<file path="src/rtl/seq_divider.sv">
// Sequential restoring divider: one quotient bit per clock, WIDTH+1 edges from Start to Done.
// Define SEQ_DIVIDER_SIGNED_EN for two's-complement operands (truncating division).
module seq_divider #(
    parameter int WIDTH = 32
) (
    input  logic             CLK,
    input  logic             RST_N,
    input  logic             Start,
    input  logic [WIDTH-1:0] Dividend,
    input  logic [WIDTH-1:0] Divisor,
    output logic             Busy,
    output logic             Done,
    output logic [WIDTH-1:0] Quotient,
    output logic [WIDTH-1:0] Remainder,
    output logic             DivZero
);

    localparam int CW = $clog2(WIDTH + 1);

    typedef enum logic [1:0] {
        IDLE = 2'd0,
        RUN  = 2'd1,
        DONE = 2'd2
    } state_t;

    state_t           state, state_next;
    logic [CW-1:0]    count;
    logic [WIDTH-1:0] rem, quo, dvsr;
    logic [WIDTH:0]   shifted;
    logic [WIDTH-1:0] diff;
    logic             fits;
    logic [WIDTH-1:0] mag_a, mag_b;

`ifdef SEQ_DIVIDER_SIGNED_EN
    logic a_neg, b_neg;
    logic neg_q, neg_r;

    always_comb begin
        a_neg = Dividend[WIDTH-1];
        b_neg = Divisor[WIDTH-1];
        mag_a = a_neg ? -Dividend : Dividend;
        mag_b = b_neg ? -Divisor  : Divisor;
    end

    // The core works on magnitudes; signs are applied on the way out so Done latency is unchanged.
    always_comb begin
        Quotient  = neg_q ? -quo : quo;
        Remainder = neg_r ? -rem : rem;
    end
`else
    always_comb begin
        mag_a     = Dividend;
        mag_b     = Divisor;
        Quotient  = quo;
        Remainder = rem;
    end
`endif

    // Restoring step: the shifted partial remainder is WIDTH+1 bits wide, so compare before subtracting.
    always_comb begin
        shifted = {rem, quo[WIDTH-1]};
        fits    = (shifted >= {1'b0, dvsr});
        diff    = shifted[WIDTH-1:0] - dvsr;
    end

    // NOTE: sequential state uses non-blocking assignments so every register samples pre-edge values.
    always_ff @(posedge CLK) begin
        if (!RST_N) state <= IDLE;
        else        state <= state_next;
    end

    // NOTE: every output of this block gets a default first, so no path can infer a latch.
    always_comb begin
        state_next = state;
        Busy       = 1'b0;
        Done       = 1'b0;
        case (state)
            IDLE: begin
                if (Start) state_next = (Divisor == '0) ? DONE : RUN;
            end
            RUN: begin
                Busy = 1'b1;
                if (count == CW'(WIDTH - 1)) state_next = DONE;
            end
            DONE: begin
                Busy       = 1'b1;
                Done       = 1'b1;
                state_next = IDLE;
            end
            default: state_next = IDLE;
        endcase
    end

    always_ff @(posedge CLK) begin
        if (!RST_N) begin
            count   <= '0;
            rem     <= '0;
            quo     <= '0;
            dvsr    <= '0;
            DivZero <= 1'b0;
`ifdef SEQ_DIVIDER_SIGNED_EN
            neg_q   <= 1'b0;
            neg_r   <= 1'b0;
`endif
        end else begin
            case (state)
                IDLE: begin
                    if (Start) begin
                        count <= '0;
                        dvsr  <= mag_b;
                        if (Divisor == '0) begin
                            quo     <= '1;
                            rem     <= Dividend;
                            DivZero <= 1'b1;
`ifdef SEQ_DIVIDER_SIGNED_EN
                            neg_q   <= 1'b0;
                            neg_r   <= 1'b0;
`endif
                        end else begin
                            quo     <= mag_a;
                            rem     <= '0;
                            DivZero <= 1'b0;
`ifdef SEQ_DIVIDER_SIGNED_EN
                            neg_q   <= a_neg ^ b_neg;
                            neg_r   <= a_neg;
`endif
                        end
                    end
                end
                RUN: begin
                    count <= count + 1'b1;
                    rem   <= fits ? diff : shifted[WIDTH-1:0];
                    quo   <= {quo[WIDTH-2:0], fits};
                end
                default: ;
            endcase
        end
    end

endmodule

</file>
<file path="config.mk">
export PLATFORM = sky130hd
export DESIGN_NAME = seq_divider
export DESIGN_NICKNAME = d
export VERILOG_FILES = /design/src/rtl/seq_divider.sv
export SDC_FILE = /design/constraint.sdc
export NUM_CORES = 1
export LEC_CHECK = 0
export CAP_MARGIN = 10
export CORE_AREA = 2 2 170 172
export CTS_CLUSTER_DIAMETER = 40
export CTS_CLUSTER_SIZE = 24
export DETAILED_ROUTE_END_ITERATION = 8
export DIE_AREA = 0 0 172 174
export DONT_BUFFER_PORTS = 1
export GPL_ROUTABILITY_DRIVEN = 0
export SLEW_MARGIN = 25
export SYNTH_ARGS = -nofsm -noshare
export SYNTH_HDL_FRONTEND = slang
export SYNTH_SLANG_ARGS = --single-unit
export TNS_END_PERCENT = 20
</file>
<file path="constraint.sdc">
create_clock -name CLK -period 2.8 [get_ports CLK]
set_input_delay 0.28 -clock CLK [delete_from_list [all_inputs] [get_ports CLK]]
set_output_delay 0.28 -clock CLK [all_outputs]
set_load 0.03 [all_outputs]
</file>
Yosys cells after proc, flatten, opt, wreduce, memory -nomap -nowiden
Cells that the tools add are included.
{"block": "word_totals", "mem_bits_rw": 0, "mem_count": 0, "mem_bits_ro": 0, "output_inout_bits": 67, "register_bits": 105, "latchBits": 0, "wordCells": 37}
{"block": "op_classes", "mux": 16, "n_reduce_logical": 7, "multipliers": 0, "shift": 0, "div_mod_pow": 0, "n_eq_ne": 5, "add_sub_neg": 2, "n_bitwise": 0, "n_lt_le_gt_ge": 1}
{"op": "two-way mux 32 bit", "count": 5}
{"op": "one-hot mux 32 bit (2 select lines)", "count": 2}
{"op": "greater-or-equal comparator 33 x 32 -> 1 bit", "count": 1}
{"op": "zero test 32 bit", "count": 1}
{"op": "subtractor 32 bit", "count": 1}
{"op": "one-hot mux 6 bit (2 select lines)", "count": 1}
{"op": "adder 6 x 1 -> 6 bit, second input constant", "count": 1}
{"op": "== test 6 x 5 -> 1 bit, second input constant", "count": 1}
{"op": "two-way mux 2 bit", "count": 3}
{"op": "two-way mux 6 bit", "count": 1}
{"op": "AND reduction 2 bit", "count": 3}
{"op": "!= test 2 bit, second input constant", "count": 2}
{"op": "one-hot mux 2 bit (2 select lines)", "count": 1}
{"op": "two-way mux 1 bit", "count": 3}
{"op": "== test 2 x 1 -> 1 bit, second input constant", "count": 1}
{"op": "== test 2 bit, second input constant", "count": 1}
{"op": "zero test 2 bit", "count": 1}
{"op": "nonzero test 2 bit", "count": 1}
{"op": "OR reduction 2 bit", "count": 1}

Logic depth before layout (Yosys ltp)
{"block": "depth", "word_depth": 4, "ltp_mapped": 14}

Worst setup path before layout
OpenSTA, ideal clock, no wires.
{"block": "synth_path", "path_kind": "flip-flop to flip-flop", "from": "register quo[31] (netlist: Quotient[31])", "to": "register rem[28] (netlist: Remainder[28])", "path_stages_with_launch": 14, "t_required_ns": 2.735, "period_less_slack_ns": 2.869, "slack_ns": -0.069, "n_path_buf": 0, "t_arrival_ns": 2.804, "setup_ns": 0.065, "path_cell_list": "dfxtp_1 -> inv_1 -> ha_1 -> inv_1 -> fa_1 -> a21oi_1 -> o211ai_2 -> a41oi_2 -> o211a_1 -> o21ai_2 -> a21o_1 -> a31oi_1 -> mux2_2 -> nor2_1"}
{"block": "synth_via", "elab_chain_len": 3, "elab_cells_between_ends": 4}
{"item": "start: declaration", "line": "28", "rtl": "logic [WIDTH-1:0] rem, quo, dvsr;"}
{"item": "start signal: assignment", "line": "120", "rtl": "quo <= mag_a;"}
{"item": "start signal: assignment", "line": "133", "rtl": "quo <= {quo[WIDTH-2:0], fits};"}
{"item": "subtractor 32 bit / greater-or-equal comparator 33 x 32 -> 1 bit (equally long branches)", "line": "63, 62"}
{"item": "two-way mux 32 bit (*)", "line": "132", "rtl": "rem <= fits ? diff : shifted[WIDTH-1:0];"}
{"item": "one-hot mux 32 bit (2 select lines) (*)", "line": "106", "rtl": "case (state)"}
{"item": "end signal: assignment", "line": "113", "rtl": "rem <= Dividend;"}
{"item": "end signal: assignment", "line": "132"}
{"item": "end: declaration", "line": "28"}
Every way passes the cells marked *; elsewhere a longest branch is shown, timed or not.
A chain may end at the register's enable or synchronous reset.

Worst setup path after layout
{"block": "layout_path", "from": "register dvsr[1]", "to": "register rem[13] (netlist: Remainder[13])"}
{"block": "layout_via", "elab_chain_len": 3, "elab_cells_between_ends": 4}
{"item": "start: declaration", "line": "28"}
{"item": "start signal: assignment", "line": "110", "rtl": "dvsr <= mag_b;"}
{"item": "subtractor 32 bit / greater-or-equal comparator 33 x 32 -> 1 bit (equally long branches)", "line": "63, 62"}
{"item": "two-way mux 32 bit (*)", "line": "132"}
{"item": "one-hot mux 32 bit (2 select lines) (*)", "line": "106"}
Marked as above.

==> out/results.tsv <==
metric	value	unit
cp.arrival	3000	ps
avgSynthCellArea	7.992	um2
numCtsBuffers	9	
drv_cap	0	
async_flop_share	0	%
post-synth-top-count-cell	nand2_1	
period_needed	2693	ps
die_x	172	um
holdWs	42.31	ps
layout_worst_path_cycle_share	96.19	%
cp_max_fo	3	
slowest_stage	a211oi_1	
slew_headroom	55.77	%
synth.distinct_cells	65	
yosys-top-cells-area	dfxtp_1, nand2_1, ha_1	
syn-cell-area	6953	um2
netlist_top_cells_count	nand2_1, dfxtp_1, o21ai_0	
synth_xor_xnor_area_share	3.401	%
yosys_register_bits	105	
path_cells	inv_1 -> ha_1 -> nor2b_1 -> o21ai_0 -> buf_4 -> o21ai_2 -> buf_4 -> a211oi_1 -> o21ai_0 -> xnor2_1 -> o311a_1 -> a21oi_2	
finalClockSkew	9.505	ps
cp-start-kind	flip-flop	
max_stage_delay	380	ps
rsz0062_at_grt	true	
cp_data_required_time	3100	ps
finalWirelength	23910	um
initial_core_util	24.62	%
setup-tns-final	0	ps
finalInstanceArea	8140	um2
cts_hold_buf	0	
cts_tree	built	
antenna_cells	0	
max_slew.worst_pin.slew	660.9	ps
final_max_slew_viol_count	0	
path_buf_inv	3	
switching_share	50.38	%
switchingPower	6.138	mW
placed_cells	1265	
firstDrtPassIters	5	
fin_nets	999	
yosys_warnings	0	
clkSlewWorstSetupHoldPaths	80	ps
cts_num_sinks	105	
vias	6496	
insertion_delay	360	ps
crit_type	flip-flop to flip-flop	
pre_cts_slack	12.07	ps
critical-path-top-delay-family	compound AO/OA/AOI/OAI gates	
pwr-share-comb	66.4	%
instances_no_fill	1284	
avgRoutedWirePerCell	18.62	um
finalHoldViolations	0	
peakVddDrop	0.4023	mV
setup_ws	106.7	ps
viasPerCell	5.059	
placed_cell_area	7749	um2
timing.fmax	371.3	MHz
synth_compound_area_share	29.62	%
track_usage	15.53	%
clk_path_buf_depth	2	
setup_violations	0	
dp_hpwl	18670	um
cts_root_buffer	clkbuf_16	
synth-simple-area-share	17.02	%
synth_top_family_by_area	compound AO/OA/AOI/OAI gates	
status	complete, no violations	
area_growth	17.08	%
drive_gt1_share	16.22	%
num_rows	62	
synthMuxAreaShare	5.830	%
synth_seq_area_share	30.23	%
final_util	28.83	%
critPathCaptureType	flip-flop	
synth_fa_ha_area_share	6.766	%
dieArea	29930	um2
yosysTopAreaCellShare	30.23	%
finalPower	12.18	mW
antenna_found_initial	1	
synthFlopType	dfxtp_1	
min_path_type	input port to flip-flop	
grt_pass1_wl	35570	um
grt_max_degree	105	
drc	0	
core_area	28240	um2
ios	134	
p_per_area	1497	nW/um2
cts_htree_levels	3	
p_int	6.045	mW
pwr-share-clk	11.1	%
yosys.area.top_type	dfxtp_1	
grt.overflow.total	0	
synth_edf_count	0	
die_h	174	um
p_leak	3.102	nW
grt_pass1_vias	6002	
synth_cells	870	
antenna_left	0	
p_seq_share	22.5	%
synth_nets	974	
drt_iter0_drc	485	
io_buffers	0	
==> sequential cells by signal, indices dropped and copies added, names as in the netlist <==
name / count
DivZero: 1
Remainder: 32
Quotient: 32
state: 2
dvsr: 32
count: 6
==> logic make-up after synthesis <==
group                      Yosys count
adders and majority gates           37
DFF                                105
xor gates and xnor gates            27
AOI/OAI and AO/OA                  304
and+or+nand+nor                    251
buffers and inverters              106
muxes                               40
==> timing repair <==
item / 4_1_cts / 5_1_grt
buffers inserted: 0 / 3
endpoints found under the hold margin: 0 / 0
resized for setup: 0 / 14
setup endpoints to repair: 1 / 28
pin swaps: 1 / 8
==> layer usage <==
layer | up-vias | part of all wire [%] | wire [um] | global-route usage [%]
met5 | - | 0.054 | 13 | 0
met4 | 2 | 2.1 | 510 | 4.762
met3 | 25 | 10 | 2440 | 6.352
met2 | 184 | 43 | 10200 | 23.44
met1 | 3083 | 45 | 10740 | 20.14
li1 | 3202 | - | - | -
==> power groups by stage <==
stage          Sequential [mW]  Combinational [mW]  Clock (mW)
2_1_floorplan             3.05                5.35           0
3_3_place_gp              2.78                7.71           0
3_5_place_dp              2.78                7.74           0
4_1_cts                   2.75                7.80        1.38
5_1_grt                   2.81                8.82        1.43
6_report                  2.74                8.09        1.35
==> cell usage in the layout (no fill, tap or decap), types with 5 or more instances in the layout <==
cell,netlist,routed
o21ai_0,72,70
a21oi_2,9,13
mux2i_1,36,36
nor2b_1,8,8
nand3_1,17,17
a21o_1,21,21
nor3_1,9,8
o31ai_1,5,5
o311a_1,13,13
a21boi_0,35,35
dfxtp_1,105,105
nand3_2,8,8
nor2_1,31,31
nand4_1,14,14
xor2_1,14,14
a31oi_1,43,42
o211ai_1,10,10
a211oi_1,9,8
nor4_1,9,9
a21oi_1,51,46
clkbuf_16,0,9
buf_4,6,75
buf_12,2,5
xnor2_1,13,13
inv_1,40,40
ha_1,36,34
nand2_1,127,127
==> layout make-up <==
class                   instances  area, um2
repair buffers                 80      663.1
clock buffers                  11      242.7
clock inverters                 5      55.05
multi-input cells             659       4447
fillers                      3075      20100
flip-flops and latches        105       2102
well taps                     384      480.5
inverters                      40      150.1
==> worst reg2reg max path: cells and delay by family, from the launching register on <==
| kind | cells | cell delay, ps |
|---|---|---|
| buf+inv | 3 | 400 |
| fa+ha+maj | 1 | 290 |
| flops | 1 | 330 |
| compound gates | 6 | 1340 |
| simple gates | 1 | 130 |
| xor+xnor | 1 | 160 |
==> final timing paths <==
kind,cells after the start,to,slack [ps],start
max,12,Remainder[13]$_SDFFE_PN0P_,110,dvsr[1]$_SDFFE_PN0P_
min,2,count[4]$_SDFFE_PN0P_,40,RST_N
max reg2reg,12,Remainder[13]$_SDFFE_PN0P_,110,dvsr[1]$_SDFFE_PN0P_
min reg2reg,2,dvsr[26]$_SDFFE_PN0P_,460,dvsr[26]$_SDFFE_PN0P_
No activity file was read; power rests on OpenSTA's default activity.
